==> config.mk <==
export PLATFORM = sky130hd
export DESIGN_NAME = regfile_write_arbiter
export DESIGN_NICKNAME = d
export VERILOG_FILES = /design/src/rtl/regfile_write_arbiter_pkg.sv /design/src/rtl/regfile_write_arbiter_result_fifo.sv /design/src/rtl/regfile_write_arbiter.sv
export SDC_FILE = /design/constraint.sdc
export NUM_CORES = 1
export LEC_CHECK = 0
export ABC_CLOCK_PERIOD_IN_PS = 3700
export BUFFER_PORTS_ARGS = -buffer_cell sky130_fd_sc_hd__buf_2
export CORE_MARGIN = 8
export CORE_UTILIZATION = 45
export DETAILED_ROUTE_END_ITERATION = 6
export HOLD_SLACK_MARGIN = 0.06
export PLACE_DENSITY_LB_ADDON = 0.1
export SYNTH_ARGS = -nofsm -noshare
export SYNTH_HDL_FRONTEND = slang
export SYNTH_HIERARCHICAL = 1
export SYNTH_SLANG_ARGS = --single-unit
==> constraint.sdc <==
create_clock -name iClk -period 3.7 [get_ports iClk]
set_input_delay 0.37 -clock iClk [delete_from_list [all_inputs] [get_ports iClk]]
set_output_delay 0.37 -clock iClk [all_outputs]
set_load 0.01 [all_outputs]
==> src/rtl/regfile_write_arbiter_pkg.sv <==
// Shared types and default sizes for the register-file write arbiter.
// Contents: default width constants, the source-select enum, the write-request
// payload struct, and a power-of-two helper used for parameter checks.
package regfile_write_arbiter_pkg;

  localparam int unsigned ARB_ADDRESS_WIDTH = 5;
  localparam int unsigned ARB_DATA_WIDTH    = 32;
  localparam int unsigned ARB_FIFO_DEPTH    = 4;
  localparam int unsigned ARB_STARVE_LIMIT  = 8;

  // Which source drives the write port in a given cycle
  typedef enum logic [1:0] {
    SRC_NONE,
    SRC_WB,
    SRC_FIFO,
    SRC_BYPASS
  } src_e;

  // Write request at the default widths
  typedef struct packed {
    logic                         valid;
    logic [ARB_ADDRESS_WIDTH-1:0] addr;
    logic [ARB_DATA_WIDTH-1:0]    data;
  } wr_req_t;

  function automatic bit is_pow2(input int unsigned v);
    return (v != 0) && ((v & (v - 1)) == 0);
  endfunction

endpackage

==> src/rtl/regfile_write_arbiter_result_fifo.sv <==
// result_fifo: synchronous FIFO buffering multicycle results.
// Ports:
//   clk, rst        clock, synchronous active-high reset
//   push, push_data write one entry (caller never pushes when full)
//   pop             drop the head entry (caller never pops when empty)
//   head_c          current head entry (combinational from state)
//   full_c, empty_c status derived from the registered count
//   count           number of stored entries, 0..DEPTH
module result_fifo #(
  parameter int unsigned DEPTH = 4,
  parameter int unsigned WIDTH = 37
) (
  input  logic                     clk,
  input  logic                     rst,
  input  logic                     push,
  input  logic [WIDTH-1:0]         push_data,
  input  logic                     pop,
  output logic [WIDTH-1:0]         head_c,
  output logic                     full_c,
  output logic                     empty_c,
  output logic [$clog2(DEPTH):0]   count
);

  localparam int unsigned PW = $clog2(DEPTH);
  localparam int unsigned CW = PW + 1;

  logic [WIDTH-1:0] mem [DEPTH];
  logic [PW-1:0]    wr_ptr;
  logic [PW-1:0]    rd_ptr;

  // Pointers wrap naturally because DEPTH is a power of two
  always_ff @(posedge clk) begin
    if (rst) begin
      wr_ptr <= '0;
      rd_ptr <= '0;
      count  <= '0;
    end else begin
      if (push) wr_ptr <= wr_ptr + PW'(1);
      if (pop)  rd_ptr <= rd_ptr + PW'(1);
      case ({push, pop})
        2'b10:   count <= count + CW'(1);
        2'b01:   count <= count - CW'(1);
        default: count <= count;
      endcase
    end
  end

  // Storage needs no reset; validity is tracked by count
  always_ff @(posedge clk) begin
    if (push) mem[wr_ptr] <= push_data;
  end

  assign head_c  = mem[rd_ptr];
  assign full_c  = (count == CW'(DEPTH));
  assign empty_c = (count == '0);

endmodule

==> src/rtl/regfile_write_arbiter.sv <==
// regfile_write_arbiter: merges pipeline writeback and buffered multicycle
// results onto the register file's single write port, and tracks registers
// with an outstanding multicycle write.
// Ports:
//   iClk, iRst                     clock, synchronous active-high reset
//   iWbValid/iWbAddr/iWbData       pipeline writeback (highest priority)
//   iMcValid/iMcAddr/iMcData       multicycle result offer
//   oMcReady                       multicycle accept (combinational from count)
//   iIssueValid/iIssueAddr         multicycle issue, marks destination busy
//   oWriteEn/oWriteAddress/oDataOut registered register-file write port
//   oBusy                          per-register pending-write scoreboard
//   oStallWb                       starvation request to freeze writeback
// Optional: define ARB_STARVE_GUARD_EN to build the starvation guard;
// otherwise oStallWb is tied low.
module regfile_write_arbiter
  import regfile_write_arbiter_pkg::*;
#(
  parameter int unsigned ADDRESS_WIDTH = ARB_ADDRESS_WIDTH,
  parameter int unsigned DATA_WIDTH    = ARB_DATA_WIDTH,
  parameter int unsigned FIFO_DEPTH    = ARB_FIFO_DEPTH,
  parameter int unsigned STARVE_LIMIT  = ARB_STARVE_LIMIT
) (
  input  logic                        iClk,
  input  logic                        iRst,
  input  logic                        iWbValid,
  input  logic [ADDRESS_WIDTH-1:0]    iWbAddr,
  input  logic [DATA_WIDTH-1:0]       iWbData,
  input  logic                        iMcValid,
  input  logic [ADDRESS_WIDTH-1:0]    iMcAddr,
  input  logic [DATA_WIDTH-1:0]       iMcData,
  output logic                        oMcReady,
  input  logic                        iIssueValid,
  input  logic [ADDRESS_WIDTH-1:0]    iIssueAddr,
  output logic                        oWriteEn,
  output logic [ADDRESS_WIDTH-1:0]    oWriteAddress,
  output logic [DATA_WIDTH-1:0]       oDataOut,
  output logic [2**ADDRESS_WIDTH-1:0] oBusy,
  output logic                        oStallWb
);

  localparam int unsigned REGS = 2**ADDRESS_WIDTH;
  localparam int unsigned PW   = ADDRESS_WIDTH + DATA_WIDTH;
  localparam int unsigned CW   = $clog2(FIFO_DEPTH) + 1;

  if (!is_pow2(FIFO_DEPTH) || (FIFO_DEPTH < 2)) begin : g_bad_depth
    $error("FIFO_DEPTH must be a power of 2 and at least 2");
  end
  if (STARVE_LIMIT < 1) begin : g_bad_limit
    $error("STARVE_LIMIT must be at least 1");
  end

  typedef struct packed {
    logic                     valid;
    logic [ADDRESS_WIDTH-1:0] addr;
    logic [DATA_WIDTH-1:0]    data;
  } req_t;

  logic [PW-1:0] fifo_head_c;
  logic          fifo_full_c;
  logic          fifo_empty_c;
  logic [CW-1:0] fifo_count;
  logic          fifo_push_c;
  logic          fifo_pop_c;
  src_e          src_c;
  req_t          sel_c;
  logic [REGS-1:0] busy_nxt_c;

  result_fifo #(
    .DEPTH (FIFO_DEPTH),
    .WIDTH (PW)
  ) u_fifo (
    .clk       (iClk),
    .rst       (iRst),
    .push      (fifo_push_c),
    .push_data ({iMcAddr, iMcData}),
    .pop       (fifo_pop_c),
    .head_c    (fifo_head_c),
    .full_c    (fifo_full_c),
    .empty_c   (fifo_empty_c),
    .count     (fifo_count)
  );

  // No pop-through: a full FIFO stays not-ready even while it pops
  assign oMcReady = (fifo_count < CW'(FIFO_DEPTH));

  // Source selection; bypass only when the FIFO is empty to keep order
  always_comb begin
    src_c       = SRC_NONE;
    sel_c       = '0;
    fifo_pop_c  = 1'b0;
    if (iWbValid) begin
      src_c = SRC_WB;
      sel_c = '{valid: 1'b1, addr: iWbAddr, data: iWbData};
    end else if (!fifo_empty_c) begin
      src_c      = SRC_FIFO;
      fifo_pop_c = 1'b1;
      sel_c      = '{valid: 1'b1,
                     addr:  fifo_head_c[PW-1:DATA_WIDTH],
                     data:  fifo_head_c[DATA_WIDTH-1:0]};
    end else if (iMcValid) begin
      src_c = SRC_BYPASS;
      sel_c = '{valid: 1'b1, addr: iMcAddr, data: iMcData};
    end
    fifo_push_c = iMcValid && !fifo_full_c && (src_c != SRC_BYPASS);
  end

  // Scoreboard: MC writes clear as they issue to the port; a new issue wins
  always_comb begin
    busy_nxt_c = oBusy;
    if ((src_c == SRC_FIFO) || (src_c == SRC_BYPASS)) begin
      busy_nxt_c[sel_c.addr] = 1'b0;
    end
    if (iIssueValid && (iIssueAddr != '0)) begin
      busy_nxt_c[iIssueAddr] = 1'b1;
    end
  end

  // Registered write port; x0 writes are consumed but never enabled
  always_ff @(posedge iClk) begin
    if (iRst) begin
      oWriteEn      <= 1'b0;
      oWriteAddress <= '0;
      oDataOut      <= '0;
      oBusy         <= '0;
    end else begin
      oWriteEn <= sel_c.valid && (sel_c.addr != '0);
      if (sel_c.valid) begin
        oWriteAddress <= sel_c.addr;
        oDataOut      <= sel_c.data;
      end
      oBusy <= busy_nxt_c;
    end
  end

`ifdef ARB_STARVE_GUARD_EN
  localparam int unsigned SW = $clog2(STARVE_LIMIT + 1);

  logic [SW-1:0] starve_cnt;
  logic          stall_q;

  // Counts cycles the FIFO head is blocked by writeback; saturates at limit
  always_ff @(posedge iClk) begin
    if (iRst) begin
      starve_cnt <= '0;
      stall_q    <= 1'b0;
    end else if (fifo_pop_c) begin
      starve_cnt <= '0;
      stall_q    <= 1'b0;
    end else if (!fifo_empty_c && iWbValid && (starve_cnt != SW'(STARVE_LIMIT))) begin
      starve_cnt <= starve_cnt + SW'(1);
      if ((starve_cnt + SW'(1)) == SW'(STARVE_LIMIT)) stall_q <= 1'b1;
    end
  end

  assign oStallWb = stall_q;
`else
  assign oStallWb = 1'b0;
`endif

endmodule

==> results summary, run 1 <==
The clock-pin transition on the worst setup and hold timing paths is 60 ps. The last weighted congestion value of the routability-driven placer is 0.807. The filler cell count came out at 1722. The layout overhead on the synthesized area is 19.0%. The tool flagged a number of max-cap violations equal to 0. The detailed-route wire length is 22700 µm.

The number of clock buffers inserted by TritonCTS came out at 24. The number of distinct standard cells referenced by the synthesized netlist came out at 55. The die boundary height came out at 160 µm. Among all flip-flop cells after synthesis, the most frequent one is sky130_fd_sc_hd__edfxtp_1. The worst setup path is captured at a flop. Walking the worst path, the cells encountered are inv_1, and3_1, nor3b_1, and2_2, buf_4. The clock latency on the worst-skew pair came out at 510 ps. The buffer type at the clock tree root is sky130_fd_sc_hd__clkbuf_16.

The utilization after layout came out at 54.8%. The arrival time of the worst setup path came out at 2820 ps. The share of layout cells above drive strength 1 is about a third. The highest cell delay on the worst timing path came out at 680 ps. The path category of the worst min-delay check is in -> reg.

The area inside the core boundary came out at between 20000 and 25000 µm². The total iterations of the first detailed-routing run is 6. The final hold slack is around 90 ps. The routed via count divided by cell count is 5.59. The cell area that synthesis handed to floorplanning was around 9400 µm².

The worst setup path is launched from a flop. The remaining global-route overflow came out at 0. In this run, synthesis produced a sequential element count of 227. Hold repair after CTS inserted 0 buffers. The global routing usage summed across all routing layers is approximately 17%. The static leakage came out at 3.97 nW. Leaving out fill and tap cells, the most frequent cells in the layout are sky130_fd_sc_hd__buf_2, sky130_fd_sc_hd__edfxtp_1, sky130_fd_sc_hd__nor2_1. STA puts the critical path data required time at 3910 ps. The total number of placement rows is 52. The post-route fraction of the period consumed by the critical path is between 70% and 80%. The detailed router's first-iteration violation count came out at 358. The synthesized net count came out at approximately 740.

The TritonCTS sink count is 227. The number of I/O port buffers is 154. The total power draw is 7.69 mW. Along the worst path, the maximum fanout reaches 21. In this run the number of H-tree levels came out at 1. The first global-routing pass estimated 35900 µm of wire. Detailed routing inserted a total of about 6100 vias.

During I/O placement, the number of pins put on the boundary was 156. After detailed routing, the average wire length per cell comes to a little over 20 µm. The worst setup path is of the reg -> reg kind. The library cell used most frequently in the layout, excluding fill and tap cells, is sky130_fd_sc_hd__buf_2. In this run the remaining antenna-violating nets after routing total 0. The synthesis warning total is 6. The largest net degree at the start of global routing is 54. The cell with the largest stage delay on the worst path is sky130_fd_sc_hd__and2_2.

The floorplan step set the die width to 160 µm. The via count of the first global-routing pass came out at 6454. The post-DP HPWL came out at roughly 15000 µm.

The flow ran to the end, and the final reports show no timing, DRC or antenna violations. The register area share after synthesis is ~64%. Buffers added to address setup during post-CTS repair amount to 0. The average cell area after synthesis is approximately 14 µm². The placement-stage cell area is 10300 µm². The starting density of the core came out at 46.1%. Setup violations remaining at the end of the flow were counted as 0. The worst pin sits at a relative slew slack of 33.7%. Synthesis produced a netlist whose cell count is between 600 and 700. Counting flops with an async set or reset pin after synthesis yields a share of 0%. For this design the ratio of total power to cell area is 691 nW/µm². The final net count came out at 892. The number of max-slew violations in the final report is 0. Once layout is done, the placed cells without fillers occupy 11100 µm². The residual DRC count is 0.

The maximum achievable frequency came out at roughly 380 MHz. The number of endpoints with negative hold slack in the final report is 0. The sum of negative setup slack is 0 ps. The final critical delay including setup and external delays is around 2600 ps.

In this run, post-CTS repair resized a total of 0 instances. The worst clock skew is 11.2 ps. Setup repair after global routing left no endpoint under its margin. The number of buffers between clock root and the deepest sink came out at 3.

The number of enable flip-flop cells after synthesis is 148. At the pin with the least slew margin, the transition time is between 900 and 1000 ps. Across the VDD grid, the largest voltage drop is 0.413 mV. The initial antenna violation count is 1. The die footprint is between 20000 and 30000 µm². TritonCTS built the clock tree.
==> per-layer routing <==
| layer | wire, µm | GRT usage [%] | vias to the layer above |
|---|---|---|---|
| met1 | 9680 | 21.7 | 3030 |
| met4 | 524 | 4.38 | 0 |
| li1 | - | - | 2851 |
| met3 | 1230 | 3.83 | 32 |
| met2 | 11200 | 29.6 | 191 |
| met5 | 0 | 0 | - |
==> synthesized netlist by cell type (2+ instances only) <==
cell                          n  area share, %
sky130_fd_sc_hd__edfxtp_1   148             48
sky130_fd_sc_hd__nor2_1      88            3.5
sky130_fd_sc_hd__dfxtp_1     79             17
sky130_fd_sc_hd__a21oi_1     40            2.1
sky130_fd_sc_hd__nand2_1     37            1.5
sky130_fd_sc_hd__o22ai_1     32            2.1
sky130_fd_sc_hd__mux4_2      30            7.2
sky130_fd_sc_hd__o31ai_1     16            1.3
sky130_fd_sc_hd__a311oi_1    15            1.4
sky130_fd_sc_hd__a2111oi_1   14            1.5
sky130_fd_sc_hd__clkbuf_1    13           0.52
sky130_fd_sc_hd__buf_2       12           0.64
sky130_fd_sc_hd__nand2b_1    10           0.67
sky130_fd_sc_hd__a2111oi_0    9           0.84
sky130_fd_sc_hd__a2111oi_2    9            1.4
sky130_fd_sc_hd__buf_4        9           0.72
sky130_fd_sc_hd__inv_1        7           0.28
sky130_fd_sc_hd__mux4_1       7            2.0
sky130_fd_sc_hd__nor2_2       6           0.40
sky130_fd_sc_hd__nor2b_1      6           0.40
sky130_fd_sc_hd__and2_1       5           0.33
sky130_fd_sc_hd__ha_1         5           0.67
sky130_fd_sc_hd__buf_6        4           0.48
sky130_fd_sc_hd__nor3_1       4           0.21
sky130_fd_sc_hd__o221ai_2     4           0.64
sky130_fd_sc_hd__buf_12       3           0.64
sky130_fd_sc_hd__nor3b_1      3           0.24
sky130_fd_sc_hd__xor2_1       3           0.28
sky130_fd_sc_hd__a41oi_1      2           0.19
sky130_fd_sc_hd__and3_4       2           0.24
sky130_fd_sc_hd__and4b_1      2           0.21
sky130_fd_sc_hd__clkbuf_2     2           0.11
sky130_fd_sc_hd__o21ai_1      2           0.11
sky130_fd_sc_hd__o31a_1       2           0.19
sky130_fd_sc_hd__o31ai_4      2           0.45
sky130_fd_sc_hd__xnor2_1      2           0.19
==> worst max-delay path, delay by kind of cell, from the launching register on <==
| family | cells | cell delay [ps] |
|---|---|---|
| buffers and inverters | 2 | 410 |
| DFF | 1 | 380 |
| and+or+nand+nor | 3 | 1510 |
==> area by class of cell <==
| class | count | area [µm²] | share of cell area [%] |
|---|---|---|---|
| Antenna cell | 2 | 5.00 | 0.0450 |
| Inverter | 8 | 30.0 | 0.270 |
| Clock buffer | 33 | 696 | 6.25 |
| Tap cell | 270 | 338 | 3.04 |
| Sequential cell | 227 | 6030 | 54.2 |
| Multi-Input combinational cell | 374 | 3010 | 27.1 |
| Timing Repair Buffer | 167 | 893 | 8.03 |
| Clock inverter | 10 | 128 | 1.15 |
==> sequential cells by signal, summed over array words and instances, names as in the netlist, named ones only <==
signal,count
oDataOut,32
u_fifo/rd_ptr,2
u_fifo/mem,148
u_fifo/count,3
oBusy,32
oWriteAddress,5
oWriteEn,1
u_fifo/wr_ptr,2
==> cell families after synthesis <==
| logic type | after synthesis | synth area share, % |
|---|---|---|
| AND/OR/NAND/NOR | 174 | 8.82 |
| adder cells (fa/ha/maj) | 6 | 0.883 |
| buffers and inverters | 52 | 3.48 |
| multiplexers | 38 | 9.30 |
| AO/OA/AOI/OAI | 150 | 12.6 |
| XOR/XNOR | 5 | 0.468 |
| flip-flops | 227 | 64.4 |
| other | 1 | 0.0401 |
==> worst paths after layout <==
kind	from	to	slack, ps	depth (start not counted)
min reg2reg	oWriteAddress[2]$_SDFFE_PP0P_	oWriteAddress[2]$_SDFFE_PP0P_	460	2
min	iMcData[19]	u_fifo/mem[2][19]$_DFFE_PP_	90	1
max reg2reg	u_fifo/count[0]$_SDFFE_PP0P_	u_fifo/mem[2][26]$_DFFE_PP_	1090	5
max	u_fifo/count[0]$_SDFFE_PP0P_	u_fifo/mem[2][26]$_DFFE_PP_	1090	5
==> per-stage QoR <==
step | std cells | setup slack [ps]
2_1_floorplan | 653 | 1190
3_3_place_gp | 1046 | 1010
3_5_place_dp | 1046 | 977
4_1_cts | 1089 | 1080
5_1_grt | 1090 | 903
6_report | 1091 | 1090
==> power by group <==
group          switching, mW  internal [mW]  leakage [nW]
registers              0.121           3.05          2.00
clock network          0.952           1.52         0.399
logic                   1.23          0.823          1.57
total                   2.30           5.39          3.97
Power figures use the tool's default switching activity.
==> run 2, diff against run 1 <==
--- a/config.mk
+++ b/config.mk
@@ -5,7 +5,7 @@
 export SDC_FILE = /design/constraint.sdc
 export NUM_CORES = 1
 export LEC_CHECK = 0
-export ABC_CLOCK_PERIOD_IN_PS = 3700
+export ABC_CLOCK_PERIOD_IN_PS = 2140
 export BUFFER_PORTS_ARGS = -buffer_cell sky130_fd_sc_hd__buf_2
 export CORE_MARGIN = 8
 export CORE_UTILIZATION = 45
==> constraint.sdc (replaced) <==
create_clock -name iClk -period 2.14 [get_ports iClk]
set_input_delay 0.214 -clock iClk [delete_from_list [all_inputs] [get_ports iClk]]
set_output_delay 0.214 -clock iClk [all_outputs]
set_load 0.01 [all_outputs]
==> results summary, run 2 (synthesis gave the netlist of run 1 again) <==
The placement-stage cell area was 10600 µm² (+2.7%). The initial antenna violation count is 1 (unchanged). The largest voltage drop on the vdd net came to 0.700 mV (+69%).

The number of routed nets with antenna violations is 0 (unchanged). The global routing usage summed across all routing layers is 17.8% (+0.59 points). The static leakage is 4.41 nW (+11%).

The largest registers in the layout are u_fifo/mem: 148 flops, oBusy: 32 flops, oDataOut: 32 flops. The highest net fanout along the worst path came out at 3 (-86%). Among all stages on the critical path, the largest delay is contributed by sky130_fd_sc_hd__dfxtp_4. The overall die width is 160 µm (unchanged). The maximum level of the CTS H-tree is 1 (unchanged). The actual slew at the worst max-slew pin came out at 787 ps (-206 ps).

The maximum achievable frequency is 458 MHz (+19%). The share of layout cells above drive strength 1 is 33.6% (+0.62 points). The area occupied by multi-input gates is 3090 µm² (+2.8%). The number of flip-flops in the largest register is 148 (unchanged). The number of I/O port buffers is 154 (unchanged).

The final count of negative-setup-slack endpoints came out at 1 (+1). The cell family contributing the most delay on the critical path is simple AND/OR/NAND/NOR gates. The final critical delay including setup and external delays came out at 2180 ps (-424 ps). The total power density per cell area is 1120 nW/µm² (+62%). TritonCTS built the clock tree.

The wire length per cell after detailed routing is 19.7 µm (-5.1%). The reported max-cap violation count came out at 0 (unchanged). The detailed router's first-iteration violation count was 330 (-7.8%).

The total iterations of the first detailed-routing run came out at 4 (-2). The number of endpoints with negative hold slack in the final report was 0 (unchanged). The die footprint is 25600 µm² (unchanged). The starting density of the core came to 46.1% (unchanged).

The layout overhead on the synthesized area is 30.1%. Ranked by flip-flop count, first place goes to u_fifo/mem. The final design instance area without fill came out at 12200 µm² (+9.4%).

The worst setup slack after layout is -42.3 ps (-1140 ps). The total number of cells along the worst setup path came out at 10 (+5). The detailed-route wire length came out at 23400 µm (+3.1%).

The post-DP HPWL came out at 15500 µm (+1.3%). The number of buffers and inverters on the critical path is 2 (unchanged). The worst clock skew is 9.18 ps (-2.06 ps). The number of buffers between clock root and the deepest sink is 3 (unchanged). In the layout the commonest cells are sky130_fd_sc_hd__buf_2, sky130_fd_sc_hd__edfxtp_1, sky130_fd_sc_hd__nor2_1. The largest net degree at the start of global routing came out at 71 (+31%). The die boundary height is 160 µm (unchanged). The buffer type at the clock tree root is sky130_fd_sc_hd__clkbuf_16. The highest cell delay on the worst timing path came out at 360 ps (-320 ps). The endpoint class of the critical path is a flop. The final net count is 986 (+11%). The checks that failed: setup timing. The number of max-slew violations in the final report is 0 (unchanged). The flow ran to the end, but the final reports show violations. Traced cell by cell, the critical path runs through nor3_4, nor2b_4, nor3b_4, inv_1, ha_2, inv_2, fa_2, xor2_2, or3_4, a21oi_2.

The path depth of the worst reg2reg path came to 10 (+5). The number of vias in the routed layout came out at 6497 (+6.4%). The number of clock buffers inserted by TritonCTS is 24 (unchanged). The area inside the core boundary came to 20300 µm² (unchanged). The required time at the worst-slack endpoint was 2580 ps (-1330 ps).

The routed via count divided by cell count is 5.48 (-2.0%). The post-route fraction of the period consumed by the critical path came out at 102% (+32 points). The remaining global-route overflow is 0 (unchanged). The clock latency on the worst-skew pair came out at 510 ps (about the same). The filler cell count came to 1605 (-6.8%). The path category of the worst min-delay check is in -> reg. The filler-free cell count of the finished design came to 1185 (+8.6%). The worst hold path cell count came out at 3 (+2). The arrival time of the worst setup path came out at 2630 ps (-190 ps). The utilization after layout came out at 60.0% (+5.1 points). The register cell area after layout is 6040 µm² (+0.12%). The number of cells after detailed placement came to 1066 (+1.9%). The clock-pin transition on the worst setup and hold timing paths came out at 60 ps (about the same). The total power draw is 13.7 mW (+78%). The normalized max-slew margin is 47.1% (+13 points). The most frequent standard cell in the layout excluding fill and tap cells is sky130_fd_sc_hd__buf_2. The via count of the first global-routing pass was 6966 (+7.9%). By startpoint and endpoint, the worst setup path is classified as reg -> reg.

The last weighted congestion value of the routability-driven placer is 0.789 (-2.3%). The global-route wire length before repair is 37000 µm (+3.1%). The TritonCTS sink count came out at 227 (unchanged).

Setup repair after global routing could not meet its margin everywhere. The worst setup path is launched from a flop. The total number of placement rows is 52 (unchanged). The I/O pin total was 156 (unchanged). The residual DRC count came out at 0 (unchanged).
-- run 2: cell count changes in the layout (fill, tap and decap cells not counted), moves of 2 or more --
cell	before	now
sky130_fd_sc_hd__buf_4	11	24
sky130_fd_sc_hd__o31ai_1	16	11
sky130_fd_sc_hd__dlygate4sd3_1	0	71
sky130_fd_sc_hd__nor3b_1	3	0
sky130_fd_sc_hd__dfxtp_1	77	75
sky130_fd_sc_hd__nor3b_2	0	2
sky130_fd_sc_hd__buf_12	2	10
sky130_fd_sc_hd__dfxtp_4	0	2
sky130_fd_sc_hd__o31ai_2	0	5
sky130_fd_sc_hd__clkinvlp_4	2	0
sky130_fd_sc_hd__clkbuf_1	4	8
sky130_fd_sc_hd__clkinv_1	2	4
-- run 2: worst paths after layout --
path / startpoint / end / slack (ps)
worst max-delay path: u_fifo/count[1]$_SDFFE_PP0P_ / u_fifo/count[2]$_SDFFE_PP0P_ / -40
worst min-delay path: iWbAddr[2] / oWriteAddress[2]$_SDFFE_PP0P_ / 90
worst max register to register: u_fifo/count[1]$_SDFFE_PP0P_ / u_fifo/count[2]$_SDFFE_PP0P_ / -40
worst min register to register: oBusy[15]$_SDFF_PP0_ / oBusy[15]$_SDFF_PP0_ / 470
-- run 2: per-stage QoR --
step / TNS (ps) / worst slack [ps] / hold slack [ps]
4_1_cts: -36.6 / -36.6 / 83.0
2_1_floorplan: 0 / 5.07 / 313
3_3_place_gp: 0 / 46.6 / 437
3_5_place_dp: -82.0 / -82.0 / 447
5_1_grt: -167 / -145 / 116
6_report: -42.3 / -42.3 / 90.4
-- run 2: report_power, final --
part | internal [mW] | total (mW) | leakage [nW] | switching (mW)
Combinational | 1.82 | 4.09 | 2.03 | 2.26
Clock | 2.48 | 4.07 | 0.381 | 1.59
Sequential | 5.28 | 5.50 | 2.00 | 0.223
-- run 2: per-layer routing --
metal	wire (µm)	vias to the layer above	GRT usage (%)	share of wire [%]
li1	-	3046	-	-
met1	9720	3213	21.3	42
met2	11700	192	31.3	50
met3	1290	46	3.96	5.5
met4	600	0	5.90	2.6
met5	0	-	0	0
-- run 2: cell type report --
cell class	count	area share [%]
Sequential cell	227	49.6
Clock buffer	36	5.73
Multi-Input combinational cell	374	25.4
Clock inverter	8	0.699
Tap cell	270	2.78
Timing Repair Buffer	261	15.5
Antenna cell	1	0.0206
Inverter	8	0.247
-- run 2: what timing repair did --
item,in CTS,in global routing
pin swaps,1,3
endpoints found under the hold margin,182,0
hold buffers,71,0
buffers inserted,2,1
cloned,0,0
setup endpoints to repair,2,22
resized for setup,1,17
-- run 2: worst register-to-register path: stages (launching register included) --
cell                      delay (ps)
sky130_fd_sc_hd__dfxtp_4         360
sky130_fd_sc_hd__nor3_4          240
sky130_fd_sc_hd__nor2b_4         210
sky130_fd_sc_hd__nor3b_4          60
sky130_fd_sc_hd__inv_1            60
sky130_fd_sc_hd__ha_2            180
sky130_fd_sc_hd__inv_2            40
sky130_fd_sc_hd__fa_2            360
sky130_fd_sc_hd__xor2_2          160
sky130_fd_sc_hd__or3_4           330
sky130_fd_sc_hd__a21oi_2         110
